**config.mk**
```make
export PLATFORM = sky130hd
export DESIGN_NAME = load_store_unit_flat
export DESIGN_NICKNAME = d
export VERILOG_FILES = /design/src/rtl/load_store_unit_if.sv /design/src/rtl/load_store_unit.sv /design/src/flat_wrapper.sv
export SDC_FILE = /design/constraint.sdc
export NUM_CORES = 1
export LEC_CHECK = 0
export CAP_MARGIN = 25
export CELL_PAD_IN_SITES_DETAIL_PLACEMENT = 0
export CELL_PAD_IN_SITES_GLOBAL_PLACEMENT = 1
export CORE_MARGIN = 5
export CORE_UTILIZATION = 38
export CTS_BUF_LIST = sky130_fd_sc_hd__clkbuf_4 sky130_fd_sc_hd__clkbuf_8
export DETAILED_ROUTE_END_ITERATION = 6
export GPL_TIMING_DRIVEN = 0
export PLACE_DENSITY_LB_ADDON = 0.1
export SYNTH_ARGS = -nofsm -noshare
export SYNTH_HDL_FRONTEND = slang
export SYNTH_SLANG_ARGS = --single-unit
```
**constraint.sdc**
```tcl
create_clock -name clk -period 3.31 [get_ports clk]
set_input_delay 0.4965 -clock clk [delete_from_list [all_inputs] [get_ports clk]]
set_output_delay 0.4965 -clock clk [all_outputs]
set_load 0.01 [all_outputs]
```
**src/rtl/load_store_unit_if.sv**
```systemverilog
// Request/response and data-memory bus of the load/store unit.
//   slave  : view taken by load_store_unit (requests and mem_rdata in,
//            stall/response/error/memory controls out)
//   master : view taken by the pipeline/memory side driving the unit
interface load_store_unit_if;
    logic        req_valid;
    logic        req_store;
    logic [2:0]  req_op;
    logic [31:0] req_addr;
    logic [31:0] req_wdata;
    logic        stall;
    logic        resp_valid;
    logic [31:0] resp_data;
    logic        err_misalign;
    logic        err_oob;
    logic [31:0] mem_addr;
    logic [31:0] mem_wdata;
    logic        mem_read;
    logic        mem_write;
    logic [31:0] mem_rdata;

    modport slave (
        input  req_valid, req_store, req_op, req_addr, req_wdata, mem_rdata,
        output stall, resp_valid, resp_data, err_misalign, err_oob,
               mem_addr, mem_wdata, mem_read, mem_write
    );

    modport master (
        output req_valid, req_store, req_op, req_addr, req_wdata, mem_rdata,
        input  stall, resp_valid, resp_data, err_misalign, err_oob,
               mem_addr, mem_wdata, mem_read, mem_write
    );
endinterface

```
**src/rtl/load_store_unit.sv**
```systemverilog
// Load/store unit between the EX stage and a single-port word memory with
// combinational read data.
//   clk   : rising-edge clock
//   rst_n : synchronous active-low reset (also gates mem_read/mem_write)
//   bus   : load_store_unit_if.slave
//           req_valid/req_store/req_op/req_addr/req_wdata : request
//           stall                    : high while a sub-word store writes back
//           resp_valid/resp_data     : load result, one cycle after accept
//           err_misalign/err_oob     : one-cycle error pulses after accept
//           mem_addr/mem_wdata/mem_read/mem_write/mem_rdata : memory port
// Loads and word stores take one cycle. Byte/halfword stores read the word,
// merge the new lane, and write it back in a second (stalled) cycle.
module load_store_unit #(
    parameter int MEM_WORDS = 64
) (
    input  logic                clk,
    input  logic                rst_n,
    load_store_unit_if.slave    bus
);

    localparam logic [31:0] MEM_BYTES = 32'(MEM_WORDS * 4);

    typedef enum logic [0:0] {
        ST_IDLE      = 1'b0,
        ST_RMW_WRITE = 1'b1
    } state_t;

    state_t      state_r;
    logic [31:0] merge_r;
    logic [31:0] addr_r;
    logic        resp_valid_r;
    logic [31:0] resp_data_r;
    logic        err_misalign_r;
    logic        err_oob_r;

    logic        accept_s;
    logic        legal_s;
    logic        misalign_s;
    logic        oob_s;
    logic        go_s;
    logic        is_word_s;
    logic [31:0] load_ext_s;
    logic [31:0] merged_s;

    // Sign/zero extension of the addressed byte or halfword; op[1:0] picks
    // the size, op[2] selects zero extension.
    function automatic logic [31:0] load_extend(input logic [2:0] op,
                                                input logic [1:0] lo,
                                                input logic [31:0] word);
        logic [7:0]  b;
        logic [15:0] h;
        logic [31:0] res;
        case (lo)
            2'd0:    b = word[7:0];
            2'd1:    b = word[15:8];
            2'd2:    b = word[23:16];
            2'd3:    b = word[31:24];
            default: b = 8'h00;
        endcase
        h = lo[1] ? word[31:16] : word[15:0];
        case (op)
            3'b000:  res = {{24{b[7]}}, b};
            3'b001:  res = {{16{h[15]}}, h};
            3'b010:  res = word;
            3'b100:  res = {24'h000000, b};
            3'b101:  res = {16'h0000, h};
            default: res = 32'h00000000;
        endcase
        return res;
    endfunction

    // Place the low byte/halfword of wdata into the addressed lane of word.
    function automatic logic [31:0] store_merge(input logic [1:0] sz,
                                                input logic [1:0] lo,
                                                input logic [31:0] word,
                                                input logic [31:0] wdata);
        logic [31:0] res;
        res = word;
        case (sz)
            2'b00: begin
                case (lo)
                    2'd0:    res[7:0]   = wdata[7:0];
                    2'd1:    res[15:8]  = wdata[7:0];
                    2'd2:    res[23:16] = wdata[7:0];
                    2'd3:    res[31:24] = wdata[7:0];
                    default: res = word;
                endcase
            end
            2'b01: begin
                if (lo[1]) begin
                    res[31:16] = wdata[15:0];
                end else begin
                    res[15:0] = wdata[15:0];
                end
            end
            default: res = wdata;
        endcase
        return res;
    endfunction

    // Request decode: legality, alignment, range and memory port drive.
    always_comb begin
        accept_s   = (state_r == ST_IDLE) && bus.req_valid;
        is_word_s  = (bus.req_op[1:0] == 2'b10);
        legal_s    = 1'b0;
        misalign_s = 1'b0;
        if (bus.req_store) begin
            legal_s = (bus.req_op[1:0] != 2'b11);
        end else begin
            case (bus.req_op)
                3'b000, 3'b001, 3'b010, 3'b100, 3'b101: legal_s = 1'b1;
                default:                                legal_s = 1'b0;
            endcase
        end
        case (bus.req_op[1:0])
            2'b10:   misalign_s = (bus.req_addr[1:0] != 2'b00);
            2'b01:   misalign_s = bus.req_addr[0];
            default: misalign_s = 1'b0;
        endcase
        // Illegal encodings never raise errors.
        misalign_s = misalign_s && legal_s;
        oob_s      = legal_s && (bus.req_addr >= MEM_BYTES);
        go_s       = accept_s && legal_s && !misalign_s && !oob_s;

        load_ext_s = load_extend(bus.req_op, bus.req_addr[1:0], bus.mem_rdata);
        merged_s   = store_merge(bus.req_op[1:0], bus.req_addr[1:0],
                                 bus.mem_rdata, bus.req_wdata);

        bus.mem_read  = 1'b0;
        bus.mem_write = 1'b0;
        bus.mem_addr  = {bus.req_addr[31:2], 2'b00};
        bus.mem_wdata = bus.req_wdata;
        if (state_r == ST_RMW_WRITE) begin
            bus.mem_write = 1'b1;
            bus.mem_addr  = addr_r;
            bus.mem_wdata = merge_r;
        end else if (go_s) begin
            // Word stores write directly; loads and sub-word stores read.
            bus.mem_read  = !(bus.req_store && is_word_s);
            bus.mem_write = bus.req_store && is_word_s;
        end else begin
            bus.mem_read  = 1'b0;
            bus.mem_write = 1'b0;
        end
        // Reset blocks any memory access immediately, aborting a pending RMW.
        if (!rst_n) begin
            bus.mem_read  = 1'b0;
            bus.mem_write = 1'b0;
        end else begin
            bus.mem_read  = bus.mem_read;
            bus.mem_write = bus.mem_write;
        end
    end

    // State machine, merge/address capture and registered response/errors.
    always_ff @(posedge clk) begin
        if (!rst_n) begin
            state_r        <= ST_IDLE;
            merge_r        <= 32'h00000000;
            addr_r         <= 32'h00000000;
            resp_valid_r   <= 1'b0;
            resp_data_r    <= 32'h00000000;
            err_misalign_r <= 1'b0;
            err_oob_r      <= 1'b0;
        end else begin
            resp_valid_r   <= go_s && !bus.req_store;
            err_misalign_r <= accept_s && misalign_s;
            err_oob_r      <= accept_s && oob_s;
            if (go_s && !bus.req_store) begin
                resp_data_r <= load_ext_s;
            end
            case (state_r)
                ST_IDLE: begin
                    if (go_s && bus.req_store && !is_word_s) begin
                        merge_r <= merged_s;
                        addr_r  <= {bus.req_addr[31:2], 2'b00};
                        state_r <= ST_RMW_WRITE;
                    end
                end
                ST_RMW_WRITE: state_r <= ST_IDLE;
                default:      state_r <= ST_IDLE;
            endcase
        end
    end

    assign bus.stall        = (state_r == ST_RMW_WRITE);
    assign bus.resp_valid   = resp_valid_r;
    assign bus.resp_data    = resp_data_r;
    assign bus.err_misalign = err_misalign_r;
    assign bus.err_oob      = err_oob_r;

endmodule

```
**src/flat_wrapper.sv**
```systemverilog
// flat-port wrapper written by rule: the top's interface ports become plain ports
module load_store_unit_flat 
#(
    parameter int MEM_WORDS = 64
)
  (clk, rst_n, bus_req_valid, bus_req_store, bus_req_op, bus_req_addr, bus_req_wdata, bus_mem_rdata, bus_stall, bus_resp_valid, bus_resp_data, bus_err_misalign, bus_err_oob, bus_mem_addr, bus_mem_wdata, bus_mem_read, bus_mem_write);
  load_store_unit_if bus_i ();
  input  logic clk;
  input  logic rst_n;
  input wire logic [$bits(bus_i.req_valid)-1:0] bus_req_valid;
  input wire logic [$bits(bus_i.req_store)-1:0] bus_req_store;
  input wire logic [$bits(bus_i.req_op)-1:0] bus_req_op;
  input wire logic [$bits(bus_i.req_addr)-1:0] bus_req_addr;
  input wire logic [$bits(bus_i.req_wdata)-1:0] bus_req_wdata;
  input wire logic [$bits(bus_i.mem_rdata)-1:0] bus_mem_rdata;
  output wire logic [$bits(bus_i.stall)-1:0] bus_stall;
  output wire logic [$bits(bus_i.resp_valid)-1:0] bus_resp_valid;
  output wire logic [$bits(bus_i.resp_data)-1:0] bus_resp_data;
  output wire logic [$bits(bus_i.err_misalign)-1:0] bus_err_misalign;
  output wire logic [$bits(bus_i.err_oob)-1:0] bus_err_oob;
  output wire logic [$bits(bus_i.mem_addr)-1:0] bus_mem_addr;
  output wire logic [$bits(bus_i.mem_wdata)-1:0] bus_mem_wdata;
  output wire logic [$bits(bus_i.mem_read)-1:0] bus_mem_read;
  output wire logic [$bits(bus_i.mem_write)-1:0] bus_mem_write;
  assign bus_i.req_valid = bus_req_valid;
  assign bus_i.req_store = bus_req_store;
  assign bus_i.req_op = bus_req_op;
  assign bus_i.req_addr = bus_req_addr;
  assign bus_i.req_wdata = bus_req_wdata;
  assign bus_i.mem_rdata = bus_mem_rdata;
  assign bus_stall = bus_i.stall;
  assign bus_resp_valid = bus_i.resp_valid;
  assign bus_resp_data = bus_i.resp_data;
  assign bus_err_misalign = bus_i.err_misalign;
  assign bus_err_oob = bus_i.err_oob;
  assign bus_mem_addr = bus_i.mem_addr;
  assign bus_mem_wdata = bus_i.mem_wdata;
  assign bus_mem_read = bus_i.mem_read;
  assign bus_mem_write = bus_i.mem_write;
  load_store_unit #(.MEM_WORDS(MEM_WORDS)) u_core (.clk(clk), .rst_n(rst_n), .bus(bus_i));
endmodule
```
==> impl_metrics.json, run 1 <==
{
  "slew_viol_final": 0,
  "grt_pass1_wl_mm": 32.4,
  "nets": 915,
  "drtIter0Drc": 352,
  "yosysSeqAreaShare_pct": 33.7,
  "arrival_ns": 2.65,
  "use_met3_pct": 5.85,
  "syn_area_per_cell_sq_um": 9.78,
  "drt_pass1_iterations": 7,
  "place.gp.congestion": 0.876,
  "max_slew_margin_pct": 46.4,
  "r2r_cells": 8,
  "root_buffer": "clkbuf_8",
  "cts_buffer_depth": 2,
  "track_usage_pct": 23.0,
  "skew_ns": 0.0135,
  "r2r_slack_ns": 1.18,
  "grt_pass1_vias": 5706,
  "io_pins": 205,
  "path_max_fanout": 10,
  "fin_ws_ns": 0.161,
  "routedWlPerCell_um": 21.3,
  "gr-total-overflow": 0,
  "synth.distinct_cells": 42,
  "setup_viol": 0,
  "power_density_mw_per_mm2": 313,
  "area_growth_pct": 41.9,
  "tightest_slew_ns": 0.804,
  "hold_buffers": 0,
  "ir_worst_vdd_mv": 0.214,
  "hold_violations": 0,
  "clkTransAtPathRegs_ns": 0.10,
  "failed_checks": "DRC",
  "die_h_um": 134,
  "globalRouteMet2Util_pct": 37.8,
  "synth_ff_type": "dfxtp_1",
  "synthesis.area_sq_mm": 0.00583,
  "die_w_um": 134,
  "cts_tree": "built",
  "hold_class": "flip-flop to flip-flop",
  "synth_edf_count": 0,
  "yosysWarningCount": 0,
  "grtUsageMet1_pct": 30.7,
  "drtAntennaViolNets": 0,
  "ys_ff_latch": 98,
  "cp_data_required_time_ns": 2.81,
  "startpoint_type": "input port",
  "period_share_pct": 95.1,
  "synthArstFlopShare_pct": 0,
  "hold_end": "u_core.addr_r[21]$_SDFFE_PN0P_",
  "dieArea_sq_mm": 0.0179,
  "routed_wl_mm": 21.3,
  "drc": 10,
  "r2r-end": "u_core.merge_r[11]$_SDFFE_PN0P_",
  "rsz0062_at_grt": "false",
  "hp-start": "u_core.addr_r[21]$_SDFFE_PN0P_",
  "grt_antenna_before_repair": 0,
  "final_core_util_pct": 54.6,
  "htree_num_levels": 3,
  "rows": 45,
  "numCtsBuffers": 9,
  "end_kind": "output port",
  "top_usage_layer": "met2",
  "postSynthCellCount": 596,
  "via_per_inst": 5.71,
  "min_period_ns": 3.15,
  "r2r_start": "u_core.bus.stall$_SDFF_PP0_",
  "clock_latency_ns": 0.38,
  "clock_sinks": 98,
  "p_total_mw": 2.59,
  "p_leak_nw": 3.03,
  "hold_depth": 1,
  "drive_gt1_share_pct": 19.3,
  "antenna_cells": 0,
  "clock.fmax_ghz": 0.318,
  "initial_core_util_pct": 38.5,
  "core_sq_mm": 0.0151,
  "grt_max_degree": 17,
  "outcome": "finished, violations left",
  "drv_cap": 0,
  "port_buffers": 200,
  "dp_hpwl_mm": 16.6,
  "via_count": 5705,
  "crit_type": "input port to output port",
  "pre_cts_ws_ns": -0.272
}
==> where the power goes <==
part | switching [mW] | total, mW | internal (mW)
Sequential | 0.000213 | 1.18 | 1.18
Clock | 0.439 | 0.810 | 0.371
Combinational | 0.294 | 0.598 | 0.304
==> synth_stat cells, drive strengths merged (13+ instances only) <==
library cell	instances	area, sq um
and3	27	169
buf	25	203
a21oi	13	65.1
mux2i	79	791
o221ai	24	210
a31o	16	140
nor2	52	198
clkbuf	33	124
mux2	78	878
a211oi	33	318
nand2	44	165
a222oi	16	160
dfxtp	98	1960
==> worst max path at each step <==
stage | startpoint | endpoint | cells after the start
2_1_floorplan | bus_req_addr[13] | bus_mem_read | 6
3_3_place_gp | bus_req_op[0] | bus_mem_write | 11
3_5_place_dp | bus_req_op[0] | bus_mem_write | 11
4_1_cts | bus_req_op[0] | bus_mem_write | 11
5_1_grt | bus_req_op[0] | bus_mem_write | 11
6_report | bus_req_op[0] | bus_mem_write | 11
==> flip-flops by register name (all words and copies together) (netlist names) <==
signal / count
u_core.bus.resp_valid: 1
u_core.bus.stall: 1
u_core.merge_r: 32
u_core.addr_r: 30
u_core.bus.err_misalign: 1
u_core.bus.resp_data: 32
u_core.bus.err_oob: 1
==> per-layer routing <==
metal | share of wire (%) | wire length (um)
met1 | 43 | 9270
met2 | 47 | 9990
met3 | 8.6 | 1830
met4 | 1.1 | 240
met5 | 0 | 0
==> cell usage in the layout, fill, tap and decap left out, types with 10 or more instances in the layout <==
master	count
clkdlybuf4s50_1	198
a21oi_1	13
o221ai_1	24
mux2i_1	79
clkbuf_8	10
a31o_2	16
and3_1	26
a222oi_1	16
a211oi_2	14
a211oi_1	19
nand2_1	44
nor2_1	51
clkbuf_1	32
mux2_2	78
dfxtp_1	98
buf_2	11
==> logic make-up (layout without fill, tap and decap cells) <==
group | Yosys count | in the layout | share of synthesized area [%]
buf+inv | 66 | 281 | 6.12
flops | 98 | 98 | 33.7
compound gates | 124 | 124 | 18.5
simple gates | 146 | 146 | 12.1
mux | 157 | 157 | 28.6
other cells | 1 | 2 | 0.0643
fa+ha+maj | 4 | 4 | 0.859
==> through the flow <==
step | instances | cell area (sq um) | hold WS, ns | TNS (ns)
after floorplan | 597 | 5830 | 0.447 | 0
after global placement | 985 | 8070 | 0.461 | -0.427
after detailed placement | 985 | 8070 | 0.464 | -0.510
after CTS | 1000 | 8270 | 0.485 | -0.218
after global routing | 1000 | 8270 | 0.497 | 0
final | 1000 | 8270 | 0.483 | 0
==> final cells by class <==
cell class | count | area, sq um
fill | 1390 | 6870
multi-input combinational | 433 | 3520
timing repair buffer | 200 | 1990
sequential | 98 | 1960
buffer | 58 | 333
tap | 188 | 235
clock buffer | 10 | 138
clock inverter | 5 | 63.8
inverter | 8 | 30.0
==> worst max-delay path: stages <==
cell	delay, ns
clkdlybuf4s50_1	0.51
inv_1	0.08
ha_1	0.25
clkbuf_4	0.21
nand2_1	0.08
o21a_1	0.19
and3_4	0.21
buf_4	0.16
a21oi_1	0.10
nor2_1	0.20
clkbuf_2	0.16
==> what timing repair did <==
action	in CTS	in global routing
buffers inserted	0	0
setup endpoints to repair	2	2
pin swaps	0	1
resized for setup	2	10
endpoints found under the hold margin	0	0
No activity file was read; power rests on OpenSTA's default activity.
==> inputs of run 2 (changes only) <==
Settings changed: CTS_CLUSTER_SIZE from default to 25.
==> results of run 2 <==
No change in the layout: final DEF, timing and power equal those of run 1.
